### config.mk
export PLATFORM = sky130hd
export DESIGN_NAME = ov7670_sccb_sender
export DESIGN_NICKNAME = d
export VERILOG_FILES = /design/src/rtl/ov7670_sccb_sender.sv
export SDC_FILE = /design/constraint.sdc
export NUM_CORES = 1
export LEC_CHECK = 0
export CORE_AREA = 3 3 61 119
export CTS_CLUSTER_SIZE = 40
export DETAILED_ROUTE_END_ITERATION = 16
export DIE_AREA = 0 0 64 122
export PLACE_DENSITY = 0.88
export SYNTH_ARGS = -nofsm -noshare
export SYNTH_HDL_FRONTEND = slang
export SYNTH_SLANG_ARGS = --single-unit
### constraint.sdc
create_clock -name clk -period 5.5 [get_ports clk]
set_clock_uncertainty 0.2 [all_clocks]
set_input_delay 1.1 -clock clk [delete_from_list [all_inputs] [get_ports clk]]
set_output_delay 1.1 -clock clk [all_outputs]
set_load 0.1 [all_outputs]
### src/rtl/ov7670_sccb_sender.sv
// OV7670 configuration sender: walks the register-list ROM and writes every
// {reg, value} entry to the camera as a 3-phase SCCB write
// (device address, register, value), with a settle delay after COM7 reset.
module ov7670_sccb_sender #(
    parameter int         CLK_DIV    = 125,
    parameter logic [7:0] DEV_ADDR   = 8'h42,
    parameter int         RESET_WAIT = 50000
) (
    input  logic        clk,
    input  logic        rst_n,
    input  logic        start,
    input  logic [15:0] command,
    input  logic        finished,
    output logic        resend,
    output logic        advance,
    output logic        busy,
    output logic        config_done,
    output logic        sioc,
    output logic        siod_o,
    output logic        siod_oe
);

    typedef enum logic [2:0] {
        IDLE,
        FETCH,
        CHECK,
        START,
        SHIFT,
        STOP,
        GAP,
        DONE
    } state_t;

    localparam int QW = (CLK_DIV > 1) ? $clog2(CLK_DIV) : 1;
    localparam int DW = $clog2(4 * CLK_DIV + RESET_WAIT + 1);

    localparam logic [QW-1:0] QMAX         = QW'(CLK_DIV - 1);
    localparam logic [DW-1:0] GAP_LAST     = DW'(4 * CLK_DIV - 1);
    localparam logic [DW-1:0] GAP_RST_LAST = DW'(4 * CLK_DIV + RESET_WAIT - 1);
    localparam logic [15:0]   COM7_RESET   = 16'h1280;

    state_t        state, state_nxt;
    logic [QW-1:0] qcnt, qcnt_nxt;        // clocks within the current quarter
    logic [1:0]    qidx, qidx_nxt;        // quarter index within a phase/slot
    logic [4:0]    bitcnt, bit_nxt;       // SHIFT slot 0..26
    logic [DW-1:0] dcnt, dcnt_nxt;        // FETCH wait and GAP/settle delay
    logic [26:0]   shreg, shreg_nxt;      // three bytes, each followed by an ACK slot
    logic          cmd_is_reset, is_rst_nxt;
    logic          resend_nxt, advance_nxt, busy_nxt, done_nxt;
    logic          sioc_nxt, siod_nxt, oe_nxt;
    logic          q_end;

    // Register state, counters and every output; reset returns the bus to idle-high.
    always_ff @(posedge clk) begin
        if (!rst_n) begin
            state        <= IDLE;
            qcnt         <= '0;
            qidx         <= '0;
            bitcnt       <= '0;
            dcnt         <= '0;
            shreg        <= '0;
            cmd_is_reset <= 1'b0;
            resend       <= 1'b0;
            advance      <= 1'b0;
            busy         <= 1'b0;
            config_done  <= 1'b0;
            sioc         <= 1'b1;
            siod_o       <= 1'b1;
            siod_oe      <= 1'b1;
        end else begin
            state        <= state_nxt;
            qcnt         <= qcnt_nxt;
            qidx         <= qidx_nxt;
            bitcnt       <= bit_nxt;
            dcnt         <= dcnt_nxt;
            shreg        <= shreg_nxt;
            cmd_is_reset <= is_rst_nxt;
            resend       <= resend_nxt;
            advance      <= advance_nxt;
            busy         <= busy_nxt;
            config_done  <= done_nxt;
            sioc         <= sioc_nxt;
            siod_o       <= siod_nxt;
            siod_oe      <= oe_nxt;
        end
    end

    // Next-state sequencing; pin levels are derived from the upcoming state so the
    // registered pins change exactly on quarter boundaries.
    always_comb begin
        state_nxt   = state;
        qcnt_nxt    = qcnt;
        qidx_nxt    = qidx;
        bit_nxt     = bitcnt;
        dcnt_nxt    = dcnt;
        shreg_nxt   = shreg;
        is_rst_nxt  = cmd_is_reset;
        resend_nxt  = 1'b0;
        advance_nxt = 1'b0;
        done_nxt    = config_done;
        q_end       = (qcnt == QMAX);

        unique case (state)
            IDLE: begin
                if (start) begin
                    resend_nxt = 1'b1;
                    done_nxt   = 1'b0;
                    dcnt_nxt   = '0;
                    state_nxt  = FETCH;
                end
            end
            FETCH: begin
                // ROM needs two clocks after resend/advance before its output is valid
                if (dcnt == DW'(1)) begin
                    dcnt_nxt  = '0;
                    state_nxt = CHECK;
                end else begin
                    dcnt_nxt = dcnt + 1'b1;
                end
            end
            CHECK: begin
                if (finished) begin
                    done_nxt  = 1'b1;
                    state_nxt = DONE;
                end else begin
                    shreg_nxt  = {DEV_ADDR, 1'b1, command[15:8], 1'b1, command[7:0], 1'b1};
                    is_rst_nxt = (command == COM7_RESET);
                    qcnt_nxt   = '0;
                    qidx_nxt   = '0;
                    state_nxt  = START;
                end
            end
            START: begin
                qcnt_nxt = q_end ? '0 : qcnt + 1'b1;
                if (q_end) begin
                    if (qidx == 2'd2) begin
                        qidx_nxt  = '0;
                        bit_nxt   = '0;
                        state_nxt = SHIFT;
                    end else begin
                        qidx_nxt = qidx + 2'd1;
                    end
                end
            end
            SHIFT: begin
                qcnt_nxt = q_end ? '0 : qcnt + 1'b1;
                if (q_end) begin
                    qidx_nxt = qidx + 2'd1;
                    if (qidx == 2'd3) begin
                        if (bitcnt == 5'd26) begin
                            bit_nxt   = '0;
                            state_nxt = STOP;
                        end else begin
                            bit_nxt = bitcnt + 5'd1;
                        end
                    end
                end
            end
            STOP: begin
                qcnt_nxt = q_end ? '0 : qcnt + 1'b1;
                if (q_end) begin
                    if (qidx == 2'd2) begin
                        qidx_nxt  = '0;
                        dcnt_nxt  = '0;
                        state_nxt = GAP;
                    end else begin
                        qidx_nxt = qidx + 2'd1;
                    end
                end
            end
            GAP: begin
                // 4Q idle, stretched by the sensor settle time after a soft reset
                if (dcnt == (cmd_is_reset ? GAP_RST_LAST : GAP_LAST)) begin
                    dcnt_nxt    = '0;
                    advance_nxt = 1'b1;
                    state_nxt   = FETCH;
                end else begin
                    dcnt_nxt = dcnt + 1'b1;
                end
            end
            DONE: begin
                done_nxt  = 1'b1;
                state_nxt = IDLE;
            end
            default: state_nxt = IDLE;
        endcase

        busy_nxt = !((state_nxt == IDLE) || (state_nxt == DONE));

        sioc_nxt = 1'b1;
        siod_nxt = 1'b1;
        oe_nxt   = 1'b1;
        unique case (state_nxt)
            START: begin
                sioc_nxt = (qidx_nxt != 2'd2);
                siod_nxt = (qidx_nxt == 2'd0);
            end
            SHIFT: begin
                sioc_nxt = qidx_nxt[1];
                siod_nxt = shreg_nxt[5'd26 - bit_nxt];
                oe_nxt   = !((bit_nxt == 5'd8) || (bit_nxt == 5'd17) || (bit_nxt == 5'd26));
            end
            STOP: begin
                sioc_nxt = (qidx_nxt != 2'd0);
                siod_nxt = (qidx_nxt == 2'd2);
            end
            default: begin
                sioc_nxt = 1'b1;
                siod_nxt = 1'b1;
                oe_nxt   = 1'b1;
            end
        endcase
    end

endmodule

Word-level counts from Yosys, hierarchy flattened
Index checks and enable logic that the tools add are counted.
- bits in registers: 68
- output and inout bits: 7
- input port bits: 20
- word-level logic and storage cells: 114
- $add $sub $neg: 5
- order comparisons: 1
- equal/unequal tests: 28
- bitwise operators: 1
- muxes and demuxes: 44
- reduce and logical (&&, ||, !) cells: 21
- operators by type and width (cell ; number):
    16-bit two-way mux ; 6
    16-bit one-hot mux with 4 select lines ; 1
    27-bit two-way mux ; 2
    3-bit two-way mux ; 11
    5-bit two-way mux ; 5
    3-bit one-hot mux with 8 select lines ; 1
    3-bit == test, second input constant ; 7
    16-bit by 1-bit adder with 16-bit output, second input constant ; 1
    16-bit by 1-bit == test with 1-bit output, second input constant ; 1
    16-bit by 13-bit == test with 1-bit output, second input constant ; 1
    16-bit == test ; 1
    5-bit == test, second input constant ; 3
    7-bit two-way mux ; 2
    7-bit one-hot mux with 2 select lines ; 1
    2-bit inequality test, second input constant ; 6
    5-bit one-hot mux with 2 select lines ; 1
    2-bit AND reduction ; 5
    3-bit by 2-bit == test with 1-bit output, second input constant ; 3
    1-bit one-hot mux with 3 select lines ; 3
    2-bit two-way mux ; 4
    7-bit by 1-bit adder with 7-bit output, second input constant ; 1
    7-bit == test, second input constant ; 1
    2-bit == test, second input constant ; 3
    3-bit zero test ; 2
    other kinds (20) ; 28

Longest topological paths before layout
- word-level depth: 9
- gate-level depth with buffers: 16
- gate-level depth less buffers: 15

Least setup slack after synthesis
No wires, ideal clock.
- kind: flip-flop to flip-flop
- from: reg qidx[0]
- to: reg siod_o
- data required time: 5.171 ns
- clock period less this slack: 3.454 ns
- setup slack: 2.046 ns
- path buffers: 1
- cell stages (with the launch flop): 17
- library setup time: 0.129 ns
- data arrival time: 3.124 ns
- path through: dfxtp_1 inv_1 ha_1 and4b_1 o211ai_1 mux2i_4 inv_2 clkbuf_1 ha_1 nor4bb_1 o41ai_1 mux2_2 nand3_1 o31ai_1 o211a_1 o211ai_1 o211ai_2
- cells in the longest elaborated chain, start to end: 8
- elaborated cells between the ends (all ways): 29
- classes of those cells: 2 x add/sub; 6 x eq/ne; 20 x mux; 1 x reduce/logical
- ends and longest elaborated chain (item ; line ; RTL):
    start: declaration ; 44 ; logic [1:0] qidx, qidx_nxt;
    start signal: assignment ; 73 ; qidx <= qidx_nxt;
    2-bit == test (on tied branches) ; 149, 136 ;
    5-bit two-way mux (on tied branches) ; 149, 136 ;
    5-bit two-way mux (on tied branches) ; 147, 135 ;
    5-bit one-hot mux with 2 select lines * ; 103 ; unique case (state)
    named net bit_nxt[0] ; 45 ; logic [4:0] bitcnt, bit_nxt;
    5-bit subtractor * ; 200 ; siod_nxt = shreg_nxt[5'd26 - bit_nxt];
    1-bit binary-select mux with 5-bit select * ; 200 ;
    1-bit two-way mux (not written as such) * ; 200 ;
    1-bit one-hot mux with 3 select lines * ; 193 ; unique case (state_nxt)
    end signal: assignment ; 83 ; siod_o <= siod_nxt;
    end: declaration ; 19 ; output logic siod_o,
Mark *: on every way through the listed nets, which the timed path passes. The rest lies on a longest branch. The select of a mux whose other input is x is not followed.
A chain may end at the register's enable or synchronous reset.

Final worst setup path
- from: reg state[0]
- to: reg siod_o
- cells in the longest elaborated chain, start to end: 6
- elaborated cells between the ends (all ways): 32
- classes of those cells: 1 x add/sub; 11 x eq/ne; 17 x mux; 3 x reduce/logical
- ends and longest elaborated chain (item ; line ; RTL):
    start: declaration ; 42 ; state_t state, state_nxt;
    start signal: assignment ; 71 ; state <= state_nxt;
    3-bit == test (tied with other cells) ; 103 ;
    5-bit one-hot mux with 2 select lines or 3-bit two-way mux (tied branches) ; 103, 149 ;
    5-bit subtractor or 3-bit two-way mux (tied branches) ; 200, 147 ;
    1-bit binary-select mux with 5-bit select or 3-bit one-hot mux with 8 select lines (tied branches) ; 200, 103 ;
    1-bit two-way mux (not written as such) (tied with other cells) ; 200 ;
    1-bit one-hot mux with 3 select lines * ; 193 ;
Every way passes the cells marked *; elsewhere a longest branch is shown, timed or not. The select of a mux whose other input is x is not followed.

==> impl_metrics.env <==
export IMPL_portBuffers=26
export IMPL_drtIter0Drc=164
export IMPL_synth_edf_count=0
export IMPL_combPwrFrac=0.105
export IMPL_final_core_util=0.684
export IMPL_status="finished clean"
export IMPL_synthArstFlopShare=0
export IMPL_path_delay_family="compound AO/OA/AOI/OAI gates"
export IMPL_peakVddDrop_mv=0.218
export IMPL_ys_warn_count=0
export IMPL_grtUsageMet2=0.412
export IMPL_final_layout_size_suffix_gt1_frac=0.0746
export IMPL_clkLatencyLatePin_ps=340
export IMPL_grt_pass1_vias=3146
export IMPL_drc=0
export IMPL_final_common_cell="dfxtp_1"
export IMPL_io_pins=27
export IMPL_antenna_found_initial=0
export IMPL_start_util=0.589
export IMPL_n_antenna_cell=0
export IMPL_pwr_share_clk=0.472
export IMPL_fin_nets=485
export IMPL_final_max_slew_violation_count=0
export IMPL_slowest_stage="dfxtp_1"
export IMPL_start_kind="flop"
export IMPL_overflow=0
export IMPL_required_ps=5510
export IMPL_ctsLongestPathBuffers=2
export IMPL_relSlewSlack=0.209
export IMPL_hp_class="reg2reg"
export IMPL_cts_root_buffer="clkbuf_16"
export IMPL_avgSynthCellArea_um2=8.77
export IMPL_firstDrtPassIters=6
export IMPL_setup_viol=0
export IMPL_period_minus_slack_ps=3940
export IMPL_cts_buffers=9
export IMPL_grt_usage=0.234
export IMPL_wl_um=8580
export IMPL_ys_ff_latch=68
export IMPL_cp_max_fo=27
export IMPL_p_leak_nw=1.77
export IMPL_cts_setup_buffers=0
export IMPL_grt_max_degree=48
export IMPL_grtUsageMet1=0.239
export IMPL_critPathArrivalTime_ps=3950
export IMPL_final_cell_mix="dfxtp_1 (68), nor2_1 (38), nand2_1 (28), mux2i_1 (26), clkdlybuf4s50_1 (26)"
export IMPL_die_w_um=64
export IMPL_fill_cells=484
export IMPL_synth_flop_cell="dfxtp_1"
export IMPL_fin_hold_ws_ps=265
export IMPL_grt_pass1_wl_um=14300
export IMPL_pwr_density_cell_mw_per_mm2=281
export IMPL_synthCells=431
export IMPL_area_growth_pct=16.1
export IMPL_seq_power_share=0.423
export IMPL_die_height_um=122
export IMPL_cts_tree="done"
export IMPL_gp_congestion=0.928
export IMPL_ys_seq_area_frac=0.360
export IMPL_finalHoldViolations=0
export IMPL_ctsHoldBuffers=0
export IMPL_p_int_mw=0.930
export IMPL_worstMarginPinSlew_ps=1160
export IMPL_max_stage_delay_ps=810
export IMPL_rsz0062_at_grt="false"
export IMPL_swShare=0.246
export IMPL_grt_util_met3=0.0544
export IMPL_worst_path_buf_inv=1
export IMPL_setup_tns_ps=0
export IMPL_vias=3249
export IMPL_drv_cap=0
export IMPL_wire_per_inst_um=15.8
export IMPL_synth_nets=465
export IMPL_fmax_mhz=254
export IMPL_path_class="reg2reg"
export IMPL_switchingPower_mw=0.303
export IMPL_end_kind="flop"
export IMPL_core_area_mm2=0.00641
export IMPL_period_share=0.716
export IMPL_dieArea_mm2=0.00781
export IMPL_cts_resized_gates=0
export IMPL_path_cells="and4bb_1 > o211ai_1 > mux2i_4 > inv_2 > ha_1 > nor4bb_1 > o41ai_1 > mux2_2 > nand3_1 > o31ai_1 > o211a_1 > o211ai_1 > o211ai_2"
export IMPL_h_tree_depth=3
export IMPL_clock_sinks=68
export IMPL_rows=41
export IMPL_clk_pin_slew_worst_paths_ps=60
export IMPL_routed_via_density=5.99
export IMPL_synthDistinctLibCells=62
export IMPL_hpwlAfterDp_um=6110
export IMPL_syn_area_mm2=0.00378
export IMPL_ant_nets=0
export IMPL_grt_most_used_layer="met2"
export IMPL_crit_top_cell="o211ai_1"
[flip-flops by register name, indices dropped and copies added (netlist names), 2 cells and up]
| register | cells |
|---|---|
| dcnt | 16 |
| state | 3 |
| bitcnt | 5 |
| qidx | 2 |
| shreg | 27 |
| qcnt | 7 |
[power by group through the flow]
| stage | sequential [mW] | clock, mW | combinational, mW |
|---|---|---|---|
| after floorplan | 0.544 | 0 | 0.0766 |
| after global placement | 0.532 | 0 | 0.125 |
| after detailed placement | 0.532 | 0 | 0.129 |
| after CTS | 0.522 | 0.589 | 0.129 |
| after global routing | 0.524 | 0.609 | 0.142 |
| final | 0.522 | 0.582 | 0.129 |
[per-layer routing]
layer	vias to the layer above	part of all wire
met3	35	0.038
met4	0	0.047
met2	113	0.54
met1	1507	0.38
met5	-	0
li1	1594	-
[cells in the mapped netlist, types with 3 or more instances]
library cell / count / area (µm²)
nand2b_1: 4 / 25.0
and4_1: 3 / 26.3
a211oi_1: 5 / 37.5
nand2_1: 28 / 105
mux2i_1: 26 / 260
or4_1: 3 / 22.5
and2_1: 11 / 68.8
nor3_1: 5 / 25.0
a21oi_1: 20 / 100
o22ai_1: 3 / 18.8
xnor2_1: 7 / 61.3
nor4_1: 5 / 31.3
a22o_1: 4 / 35.0
clkbuf_1: 16 / 60.1
dfxtp_1: 68 / 1360
or3_1: 6 / 37.5
nand4_1: 9 / 56.3
nand3_1: 11 / 55.1
inv_1: 16 / 60.1
nor2_1: 38 / 143
nand4b_1: 3 / 26.3
nor2b_1: 23 / 144
xor2_1: 13 / 114
ha_1: 14 / 175
mux2_2: 4 / 45.0
and3_1: 13 / 81.3
o21ai_0: 21 / 105
o21ai_1: 3 / 15.0
o21a_1: 6 / 45.0
[final timing paths]
check	start	endpoint	slack [ps]	cells after the start
worst max-delay path	state[0]	siod_o	1560	13
worst min-delay path	shreg[25]	shreg[25]	270	1
worst max register to register	state[0]	siod_o	1560	13
worst min register to register	shreg[25]	shreg[25]	270	1
[kinds of logic (layout without fill, tap and decap cells)]
kind of cell               after synthesis  in the layout  synth area share
xor gates and xnor gates                21             21            0.0506
DFF                                     68             68             0.360
buffers and inverters                   35             60            0.0354
muxes                                   33             33            0.0976
adders and majority gates               14             14            0.0463
AOI/OAI and AO/OA                       86             86             0.156
and+or+nand+nor                        174            174             0.254
[final cells by class]
cell class,count,area [µm²],area share
multi-input combinational,328,2280,0.521
sequential,68,1360,0.310
timing repair buffer,27,268,0.0610
clock buffer,12,256,0.0584
tap,86,108,0.0245
inverter,17,63.8,0.0145
clock inverter,4,47.5,0.0108
[per-stage QoR]
| step | std cells | area [µm²] | setup slack, ps | total power [mW] |
|---|---|---|---|---|
| floorplan | 431 | 3780 | 2050 | 0.621 |
| detailed placement | 526 | 4090 | 1420 | 0.661 |
| CTS | 542 | 4390 | 1640 | 1.24 |
| finish | 542 | 4390 | 1560 | 1.23 |
| global placement | 526 | 4090 | 1570 | 0.657 |
| global route | 542 | 4390 | 1320 | 1.27 |
No activity file was read; power rests on OpenSTA's default activity.
